### config.mk
export PLATFORM = sky130hd
export DESIGN_NAME = load_align_unit
export DESIGN_NICKNAME = d
export VERILOG_FILES = /design/src/rtl/load_align_unit.sv
export SDC_FILE = /design/constraint.sdc
export NUM_CORES = 1
export LEC_CHECK = 0
export BUFFER_PORTS_ARGS = -buffer_cell sky130_fd_sc_hd__buf_2
export CAP_MARGIN = 30
export CORE_ASPECT_RATIO = 0.6
export CORE_MARGIN = 5
export CORE_UTILIZATION = 50
export CTS_CLUSTER_DIAMETER = 50
export DETAILED_ROUTE_END_ITERATION = 8
export PLACE_DENSITY = 0.82
export SYNTH_ARGS = -nofsm -noshare
export SYNTH_HDL_FRONTEND = slang
export SYNTH_SLANG_ARGS = --single-unit
### constraint.sdc
create_clock -name clk -period 2.05 [get_ports clk]
set_clock_uncertainty 0.05 [all_clocks]
set_input_delay 0.205 -clock clk [delete_from_list [all_inputs] [get_ports clk]]
set_output_delay 0.205 -clock clk [all_outputs]
set_load 0.01 [all_outputs]
### src/rtl/load_align_unit.sv
// load_align_unit
// Memory-stage load sequencer. It accepts one load at a time from the pipeline
// and issues word-aligned reads over a valid/ready memory port. A load that
// crosses a word boundary is serviced with two reads whose data are merged.
// The unit returns a low-justified 32-bit word: the addressed byte lands in
// BaseResult[7:0], and the next stage narrows and extends it.
//
// Optional build macro: MISALIGN_TRAP_EN
//   defined   - a load that would cross a word boundary makes no memory
//               access. It completes at once with BaseResult = 0 and a
//               MisalignErr pulse.
//   undefined - a boundary-crossing load is serviced with two reads, and
//               MisalignErr is tied low.
//
// The reset port is named 'reset'. It is asynchronous and active-low.

module load_align_unit #(
  parameter int ADDR_WIDTH = 32
) (
  input  logic                  clk,
  input  logic                  reset,
  input  logic                  LoadReq,
  input  logic [ADDR_WIDTH-1:0] Addr,
  input  logic [2:0]            WidthSrc,
  output logic                  Stall,
  output logic [31:0]           BaseResult,
  output logic                  ResultValid,
  output logic                  MisalignErr,
  output logic                  MemReq,
  output logic [ADDR_WIDTH-1:0] MemAddr,
  input  logic                  MemReady,
  input  logic [31:0]           MemRdata,
  input  logic                  MemRvalid
);

  typedef enum logic [2:0] {
    IDLE  = 3'd0,
    REQ0  = 3'd1,
    WAIT0 = 3'd2,
    REQ1  = 3'd3,
    WAIT1 = 3'd4,
    DONE  = 3'd5
  } state_t;

  state_t state;
  state_t nextState;

  // Values captured when the load is accepted.
  logic [ADDR_WIDTH-1:0] wordAddr;
  logic [1:0]            offReg;
  logic                  splitReg;
  logic [31:0]           loReg;

`ifdef MISALIGN_TRAP_EN
  logic                  trapReg;
`endif

  // Decode of the incoming request.
  logic [2:0]            reqSize;
  logic                  reqSplit;
  logic [ADDR_WIDTH-1:0] secondAddr;
  logic [4:0]            loShift;
  logic [4:0]            hiShift;

  // The signed/unsigned bit is used only by the downstream extension stage.
  logic                  unusedSignBit;
  assign unusedSignBit = WidthSrc[2];

  assign secondAddr = wordAddr + ADDR_WIDTH'(4);
  assign loShift    = {offReg, 3'b000};
  // For a split load the offset is nonzero. 0 - loShift (mod 32) then equals
  // 32 - 8*off, which is where the second word's bytes start.
  assign hiShift    = 5'd0 - loShift;

  // Decode the access size. Unlisted codes fall back to a full word.
  always_comb begin
    reqSize = 3'd4;
    case (WidthSrc[1:0])
      2'b10:   reqSize = 3'd2;
      2'b01:   reqSize = 3'd1;
      default: reqSize = 3'd4;
    endcase
    reqSplit = (({1'b0, Addr[1:0]} + reqSize) > 3'd4);
  end

  // State register.
  always_ff @(posedge clk or negedge reset) begin
    if (!reset) begin
      state <= IDLE;
    end else begin
      state <= nextState;
    end
  end

  // Next-state sequencing through the one or two memory reads.
  always_comb begin
    nextState = state;
    case (state)
      IDLE: begin
        if (LoadReq) begin
`ifdef MISALIGN_TRAP_EN
          nextState = reqSplit ? DONE : REQ0;
`else
          nextState = REQ0;
`endif
        end
      end
      REQ0:    if (MemReady)  nextState = WAIT0;
      WAIT0:   if (MemRvalid) nextState = splitReg ? REQ1 : DONE;
      REQ1:    if (MemReady)  nextState = WAIT1;
      WAIT1:   if (MemRvalid) nextState = DONE;
      DONE:    nextState = IDLE;
      default: nextState = IDLE;
    endcase
  end

  // Pipeline and memory-port outputs, decoded from the current state.
  always_comb begin
    Stall       = 1'b0;
    MemReq      = 1'b0;
    MemAddr     = '0;
    ResultValid = 1'b0;
    MisalignErr = 1'b0;
    case (state)
      // Gate with reset so that Stall stays low while reset is asserted.
      IDLE:  Stall = LoadReq & reset;
      REQ0: begin
        Stall   = 1'b1;
        MemReq  = 1'b1;
        MemAddr = wordAddr;
      end
      WAIT0: Stall = 1'b1;
      REQ1: begin
        Stall   = 1'b1;
        MemReq  = 1'b1;
        MemAddr = secondAddr;
      end
      WAIT1: Stall = 1'b1;
      DONE: begin
        ResultValid = 1'b1;
`ifdef MISALIGN_TRAP_EN
        MisalignErr = trapReg;
`endif
      end
      default: ;
    endcase
  end

  // Capture the request, collect the read data and build the aligned result.
  always_ff @(posedge clk or negedge reset) begin
    if (!reset) begin
      wordAddr   <= '0;
      offReg     <= 2'b00;
      splitReg   <= 1'b0;
      loReg      <= 32'h0;
      BaseResult <= 32'h0;
`ifdef MISALIGN_TRAP_EN
      trapReg    <= 1'b0;
`endif
    end else begin
      case (state)
        IDLE: begin
          if (LoadReq) begin
            wordAddr <= {Addr[ADDR_WIDTH-1:2], 2'b00};
            offReg   <= Addr[1:0];
            splitReg <= reqSplit;
`ifdef MISALIGN_TRAP_EN
            trapReg  <= reqSplit;
            if (reqSplit) begin
              BaseResult <= 32'h0;
            end
`endif
          end
        end
        WAIT0: begin
          if (MemRvalid) begin
            loReg <= MemRdata;
            if (!splitReg) begin
              BaseResult <= MemRdata >> loShift;
            end
          end
        end
        WAIT1: begin
          if (MemRvalid) begin
            BaseResult <= (loReg >> loShift) | (MemRdata << hiShift);
          end
        end
        default: ;
      endcase
    end
  end

endmodule

==> results of run 1 <==
## final cells by class
cell class / instances / share of cell area, %
clock inverter: 7 / 0.855
timing repair buffer: 240 / 19.7
inverter: 12 / 0.513
clock buffer: 9 / 2.57
sequential: 100 / 28.5
tap: 170 / 2.42
antenna: 1 / 0.0285
multi-input combinational: 446 / 45.4
## what timing repair did
action | CTS | global route
endpoints found under the setup margin | 29 | 64
gates cloned | 0 | 5
gates resized for setup | 49 | 53
buffers inserted | 11 | 16
hold buffers | 1 | 0
pin swaps | 26 | 28
hold endpoints to repair | 100 | 0
## cells by family after synthesis
family,Yosys count,synth area share (%)
simple gates,189,15.6
compound gates,118,11.8
mux,116,25.5
flops,100,38.4
buf+inv,67,5.71
xor+xnor,14,1.88
fa+ha+maj,5,1.07
other cells,1,0.0575
## metrics by stage
step | util (%) | total power (W)
floorplan | - | 0.00836
global placement | 60.6 | 0.0106
detailed placement | 60.6 | 0.0110
CTS | 65.0 | 0.0130
global route | 68.5 | 0.0146
finish | 68.5 | 0.0138
## power by group through the flow
stage | clock network [W] | registers, W | logic, W
CTS | 0.00179 | 0.00386 | 0.00738
finish | 0.00176 | 0.00394 | 0.00815
global route | 0.00189 | 0.00406 | 0.00868
detailed placement | 0 | 0.00387 | 0.00712
floorplan | 0 | 0.00375 | 0.00461
global placement | 0 | 0.00376 | 0.00686
## metal layers
layer	share of wire (%)	up-vias	track usage, %	routed length, microns
met3	9.4	57	7.28	2040
li1	-	2668	-	-
met4	2.5	2	6.48	538
met5	0.032	-	0	7
met2	47	357	40.1	10200
met1	41	3037	36.4	8910
## worst min path at each step
stage                   from                        end  depth (start not counted)
finish              Addr[18]   wordAddr[18]$_DFFE_PN0P_                          3
global route        Addr[18]   wordAddr[18]$_DFFE_PN0P_                          3
CTS                 Addr[18]   wordAddr[18]$_DFFE_PN0P_                          3
detailed placement     reset      loReg[15]$_DFFE_PN0P_                          2
global placement       reset       loReg[7]$_DFFE_PN0P_                          2
floorplan              reset  BaseResult[0]$_DFFE_PN0P_                          0
## layout by cell type, fill, tap and decap left out, drive strengths merged, types with 12 or more instances in the layout
| master | netlist | layout |
|---|---|---|
| nand2 | 35 | 35 |
| nor2 | 55 | 55 |
| or2 | 17 | 17 |
| clkbuf | 12 | 13 |
| a21oi | 33 | 33 |
| mux2i | 18 | 18 |
| buf | 43 | 235 |
| inv | 12 | 14 |
| mux4 | 34 | 34 |
| o21ai | 25 | 25 |
| a31oi | 12 | 12 |
| mux2 | 64 | 64 |
| nand4 | 13 | 13 |
| dfrtp | 100 | 100 |
## registers in the layout, summed over array words and instances, names as in the netlist
| signal | count |
|---|---|
| BaseResult | 32 |
| loReg | 32 |
| offReg | 2 |
| splitReg | 1 |
| state | 3 |
| wordAddr | 30 |
## tightest hold or removal path, cell delays in order
cell	delay [ps]
buf_2	70
nand2_1	30
o21ai_0	60
==> results.ini, run 1 <==
[worst_setup_path]
cp-end-kind = output port
crit_path_cell_trace = ha_2, and4_4, nand4_1, or4_1, a21oi_2, buf_2
cp-startpoint = wordAddr[2]$_DFFE_PN0P_
worst_setup_path_start_kind = flop
endpoint = MemAddr[30]
slowest_stage = or4_1
worstPathArrival_ps = 2200
r2r_start = state[1]$_DFFE_PN0P_
ff2ff_setup_slack_ps = -70
critPathBufInv = 1
r2r_end = BaseResult[21]$_DFFE_PN0P_
path_class = flop to output port
critPathMaxStageDelay_ps = 490
crit_fanout = 4
critical_path_required_ps = 1790
crit_family = simple AND/OR/NAND/NOR gates
r2r_cells = 6
cp.depth = 6

[pwr]
power.leakage_nw = 3.85
p_sw_share_pct = 41.4
power.density_nw_per_um2 = 1580
pwr-share-comb_pct = 58.8
max-vdd-ir-drop_mv = 0.557
clkPwrFrac_pct = 12.7
power_switching_w = 0.00573
p_seq_share_pct = 28.4
p_int_w = 0.00811

[clock_tree]
clock_path_buffers = 2
cts_sinks = 100
numCtsBuffers = 9
path_clk_slew_ps = 70
clk_latency_ps = 350
cts_tree = built
clock-root-buffer = clkbuf_16
htreeDepth = 3

[synthesis]
synth.avg_cell_area_sq_um = 10.7
synth.top_cells.by_count = 100 x dfrtp_1, 62 x mux2_2, 54 x nor2_1, 35 x nand2_1, 34 x mux4_2
syn_inst = 610
netlist_area_sq_um = 6530
yosysUniqueCellTypes = 56
synth_top_area_cell = dfrtp_1
yosys-top-cells-area = dfrtp_1 38%, mux4_2 12%, mux2_2 11%
yosys.cell_count.top_type = dfrtp_1
ys_seq_area_share_pct = 38.4
ys_seq_elements = 100
synth_edf_count = 0
async_reset_ff_share_pct = 100
synth_ff_type = dfrtp_1
synth_top_area_share_pct = 38.4
ys_warn_count = 0

[route]
drt_iter0_markers = 578
num_vias = 6121
vias_per_cell = 6.21
ant_nets = 0
drc = 0
wirelength_microns = 21700
drt-pass1-iter-count = 6
routedWlPerCell_microns = 22.0

[place]
place_inst = 936
port_buffers = 135
gp_congestion = 0.883
dp_hpwl_microns = 14000
place_worst_setup_slack_ps = -114
placed_area_sq_um = 7760

[timing]
period_needed_ps = 2460
fmax_mhz = 407
drv_slew = 0
whs_ps = 18.2
timing.final.ws_setup_ps = -409
relSlewSlack_pct = 57.8
finalSetupViolCount = 35
worst_slew_pin_slew_ps = 630
timing.final.hold_violations = 0
rsz0062_at_grt = yes
tns_ps = -6630
period_share_pct = 120

[floorplan]
core_sq_um = 12800
io_pins = 140
die_y_microns = 98.5
initial_core_util_pct = 50.9
core.rowCount = 32
dieArea_sq_um = 15500
die_x_microns = 157

[finish]
multiInputGateArea_sq_um = 3990
final_area_sq_um = 8780
area_growth_pct = 34.6
ff_latch_area_sq_um = 2510
fin_cells = 985
nFillCells = 903
finalNetCount = 886
drive_gt1_share_pct = 53.8

[hold_path]
holdCritPathClass = input port to flop

[global_routing]
grt_use_total_pct = 25.9
antenna_found_initial = 2
grt_max_degree = 101
grt_pass1_vias = 6061
grt_overflow = 0
grt_pass1_wl_microns = 32000

[flow_run]
drv_cap = 0

[status]
status = finished with violations
violations = setup timing

No activity file was read; power rests on OpenSTA's default activity.
==> inputs of run 2 (changes only) <==
--- a/config.mk
+++ b/config.mk
@@ -9,10 +9,11 @@
 export CAP_MARGIN = 30
 export CORE_ASPECT_RATIO = 0.6
 export CORE_MARGIN = 5
-export CORE_UTILIZATION = 50
+export CORE_UTILIZATION = 52
+export CTS_BUF_LIST = sky130_fd_sc_hd__clkbuf_8
 export CTS_CLUSTER_DIAMETER = 50
 export DETAILED_ROUTE_END_ITERATION = 8
-export PLACE_DENSITY = 0.82
+export PLACE_DENSITY = 0.85
 export SYNTH_ARGS = -nofsm -noshare
 export SYNTH_HDL_FRONTEND = slang
 export SYNTH_SLANG_ARGS = --single-unit
==> run 2 against run 1 <==
Compared with the run above:
- the run still ends with setup timing left
- via count up 0.56%
- critical path depth unchanged
- critical path type unchanged
- clock-buffer cell count unchanged
- wire length about the same
==> results.ini, run 2 (synthesis gave the netlist of run 1 again) <==
[floorplan]
io_pins = 140  ; unchanged
die_y_microns = 96.8  ; -1.7%
core_sq_um = 12200  ; -4.9%
core.rowCount = 31  ; -3.1%
die_x_microns = 155  ; -1.8%
dieArea_sq_um = 15000  ; -3.5%
initial_core_util_pct = 53.6  ; +2.6 points

[status]
status = finished with violations
violations = setup timing

[route]
drt_iter0_markers = 645  ; +12%
ant_nets = 0  ; unchanged
routedWlPerCell_microns = 22.3  ; +1.5%
drt-pass1-iter-count = 5  ; -1
num_vias = 6155  ; +0.56%
drc = 0  ; unchanged
vias_per_cell = 6.35  ; +2.1%
wirelength_microns = 21600  ; about the same

[clock_tree]
cts_tree = built
clk_latency_ps = 370  ; +20 ps
clock_path_buffers = 2  ; unchanged
cts_sinks = 100  ; unchanged
numCtsBuffers = 9  ; unchanged
clock-root-buffer = clkbuf_8
path_clk_slew_ps = 110  ; +40 ps
htreeDepth = 3  ; unchanged

[flow_run]
drv_cap = 0  ; unchanged

[worst_setup_path]
crit_path_cell_trace = ha_2, and4_4, nand4_1, or4_1, a21oi_2, buf_2
critical_path_required_ps = 1790  ; about the same
r2r_end = wordAddr[8]$_DFFE_PN0P_
r2r_cells = 6  ; unchanged
crit_family = simple AND/OR/NAND/NOR gates
critPathMaxStageDelay_ps = 490  ; about the same
path_class = flop to output port
cp-startpoint = wordAddr[2]$_DFFE_PN0P_
ff2ff_setup_slack_ps = -120  ; -50 ps
worst_setup_path_start_kind = flop
cp-end-kind = output port
crit_fanout = 5  ; +1
critPathBufInv = 1  ; unchanged
r2r_start = state[1]$_DFFE_PN0P_
slowest_stage = or4_1
worstPathArrival_ps = 2200  ; about the same

[finish]
reg_top3 = BaseResult: 32 flops, loReg: 32 flops, wordAddr: 30 flops
nFillCells = 848  ; -6.1%
final_common_cell = buf_2
final_area_sq_um = 8720  ; -0.64%
finalNetCount = 877  ; -1.0%
drive_gt1_share_pct = 52.3  ; -1.5 points
final_cell_mix = 135 x buf_2, 97 x dfrtp_1, 57 x buf_4, 53 x nor2_1, 49 x mux2_2
area_growth_pct = 33.7
diodes = 0  ; -1

[timing]
tns_ps = -9040  ; -2420 ps
relSlewSlack_pct = 55.4  ; -2.5 points
whs_ps = 22.1  ; +3.87 ps
period_needed_ps = 2450  ; -7.81 ps
timing.final.hold_violations = 0  ; unchanged
rsz0062_at_grt = yes
finalSetupViolCount = 65  ; +86%
worst_slew_pin_slew_ps = 667  ; +37.0 ps
period_share_pct = 120  ; -0.38 points
fmax_mhz = 408  ; +0.32%
drv_slew = 0  ; unchanged
timing.final.ws_setup_ps = -401  ; +7.82 ps

[global_routing]
grt_pass1_wl_microns = 31700  ; -0.99%
grt_overflow = 0  ; unchanged
grt_max_degree = 101  ; unchanged
grt_use_total_pct = 26.1  ; +0.21 points
grt_pass1_vias = 6020  ; -0.68%
antenna_found_initial = 0  ; -2

[pwr]
max-vdd-ir-drop_mv = 0.658  ; +18%
power.density_nw_per_um2 = 1550  ; -1.8%
power.leakage_nw = 3.81  ; -1.1%

[hold_path]
hold_depth = 2  ; -1
hold_start = Addr[31]
holdCritPathClass = input port to flop
hold_path_end = wordAddr[31]$_DFFE_PN0P_

[place]
dp_hpwl_microns = 13800  ; -1.4%
gp_congestion = 0.931  ; +5.5%
port_buffers = 135  ; unchanged
placed_area_sq_um = 7670  ; -1.2%

-- run 2: changes by cell type in the layout (fill, tap and decap cells not counted), sizes merged --
| cell | previous run | this run |
|---|---|---|
| buf | 235 | 220 |
| clkbuf | 13 | 11 |
| clkinvlp | 3 | 2 |
| diode | 1 | 0 |
| dlygate4sd3 | 1 | 9 |
| inv | 14 | 15 |
| nand4 | 13 | 14 |
| or3b | 3 | 2 |
-- run 2: how the worst max path moves through the flow --
stage	endpoint	cells after the start
6_report	MemAddr[30]	6
3_3_place_gp	MemAddr[30]	6
2_1_floorplan	BaseResult[20]$_DFFE_PN0P_	4
5_1_grt	MemAddr[30]	6
4_1_cts	MemAddr[26]	7
3_5_place_dp	MemAddr[30]	6
-- run 2: final cells by class --
type	count	area (sq um)	share of cell area (%)
Multi-Input combinational cell	446	4110	47.1
Timing Repair Buffer	231	1650	18.9
Sequential cell	100	2510	28.7
Inverter	12	45.0	0.516
Tap cell	165	206	2.37
Clock buffer	9	124	1.42
Clock inverter	7	82.6	0.947
-- run 2: per-stage QoR --
step | total power [W] | cells | setup WS, ps | util (%)
after CTS | 0.0125 | 951 | -317 | 67.2
after floorplan | 0.00836 | 612 | 58.6 | -
after detailed placement | 0.0109 | 919 | -84.7 | 63.0
final | 0.0135 | 970 | -401 | 71.6
after global placement | 0.0105 | 919 | -33.1 | 63.0
after global routing | 0.0142 | 970 | -472 | 71.6
-- run 2: timing repair --
action | 4_1_cts | 5_1_grt
gates resized for setup | 49 | 71
setup endpoints to repair | 24 | 52
cloned | 1 | 5
endpoints found under the hold margin | 104 | 4
hold buffers | 5 | 4
pin swaps | 31 | 20
setup buffers | 10 | 10
-- run 2: layer usage --
metal  track usage, %  part of all wire, %  up-vias
met1             37.0                   41     3081
met5                0                    0        -
li1                 -                    -     2655
met2             39.4                   47      371
met3             7.45                   11       48
met4             7.19                  1.9        0
-- run 2: power breakdown --
part           total (W)  internal [W]  switching (W)  leakage (nW)
registers        0.00393       0.00298       0.000952          1.19
clock network    0.00135      0.000585       0.000770        0.0984
logic            0.00822       0.00415        0.00407          2.52
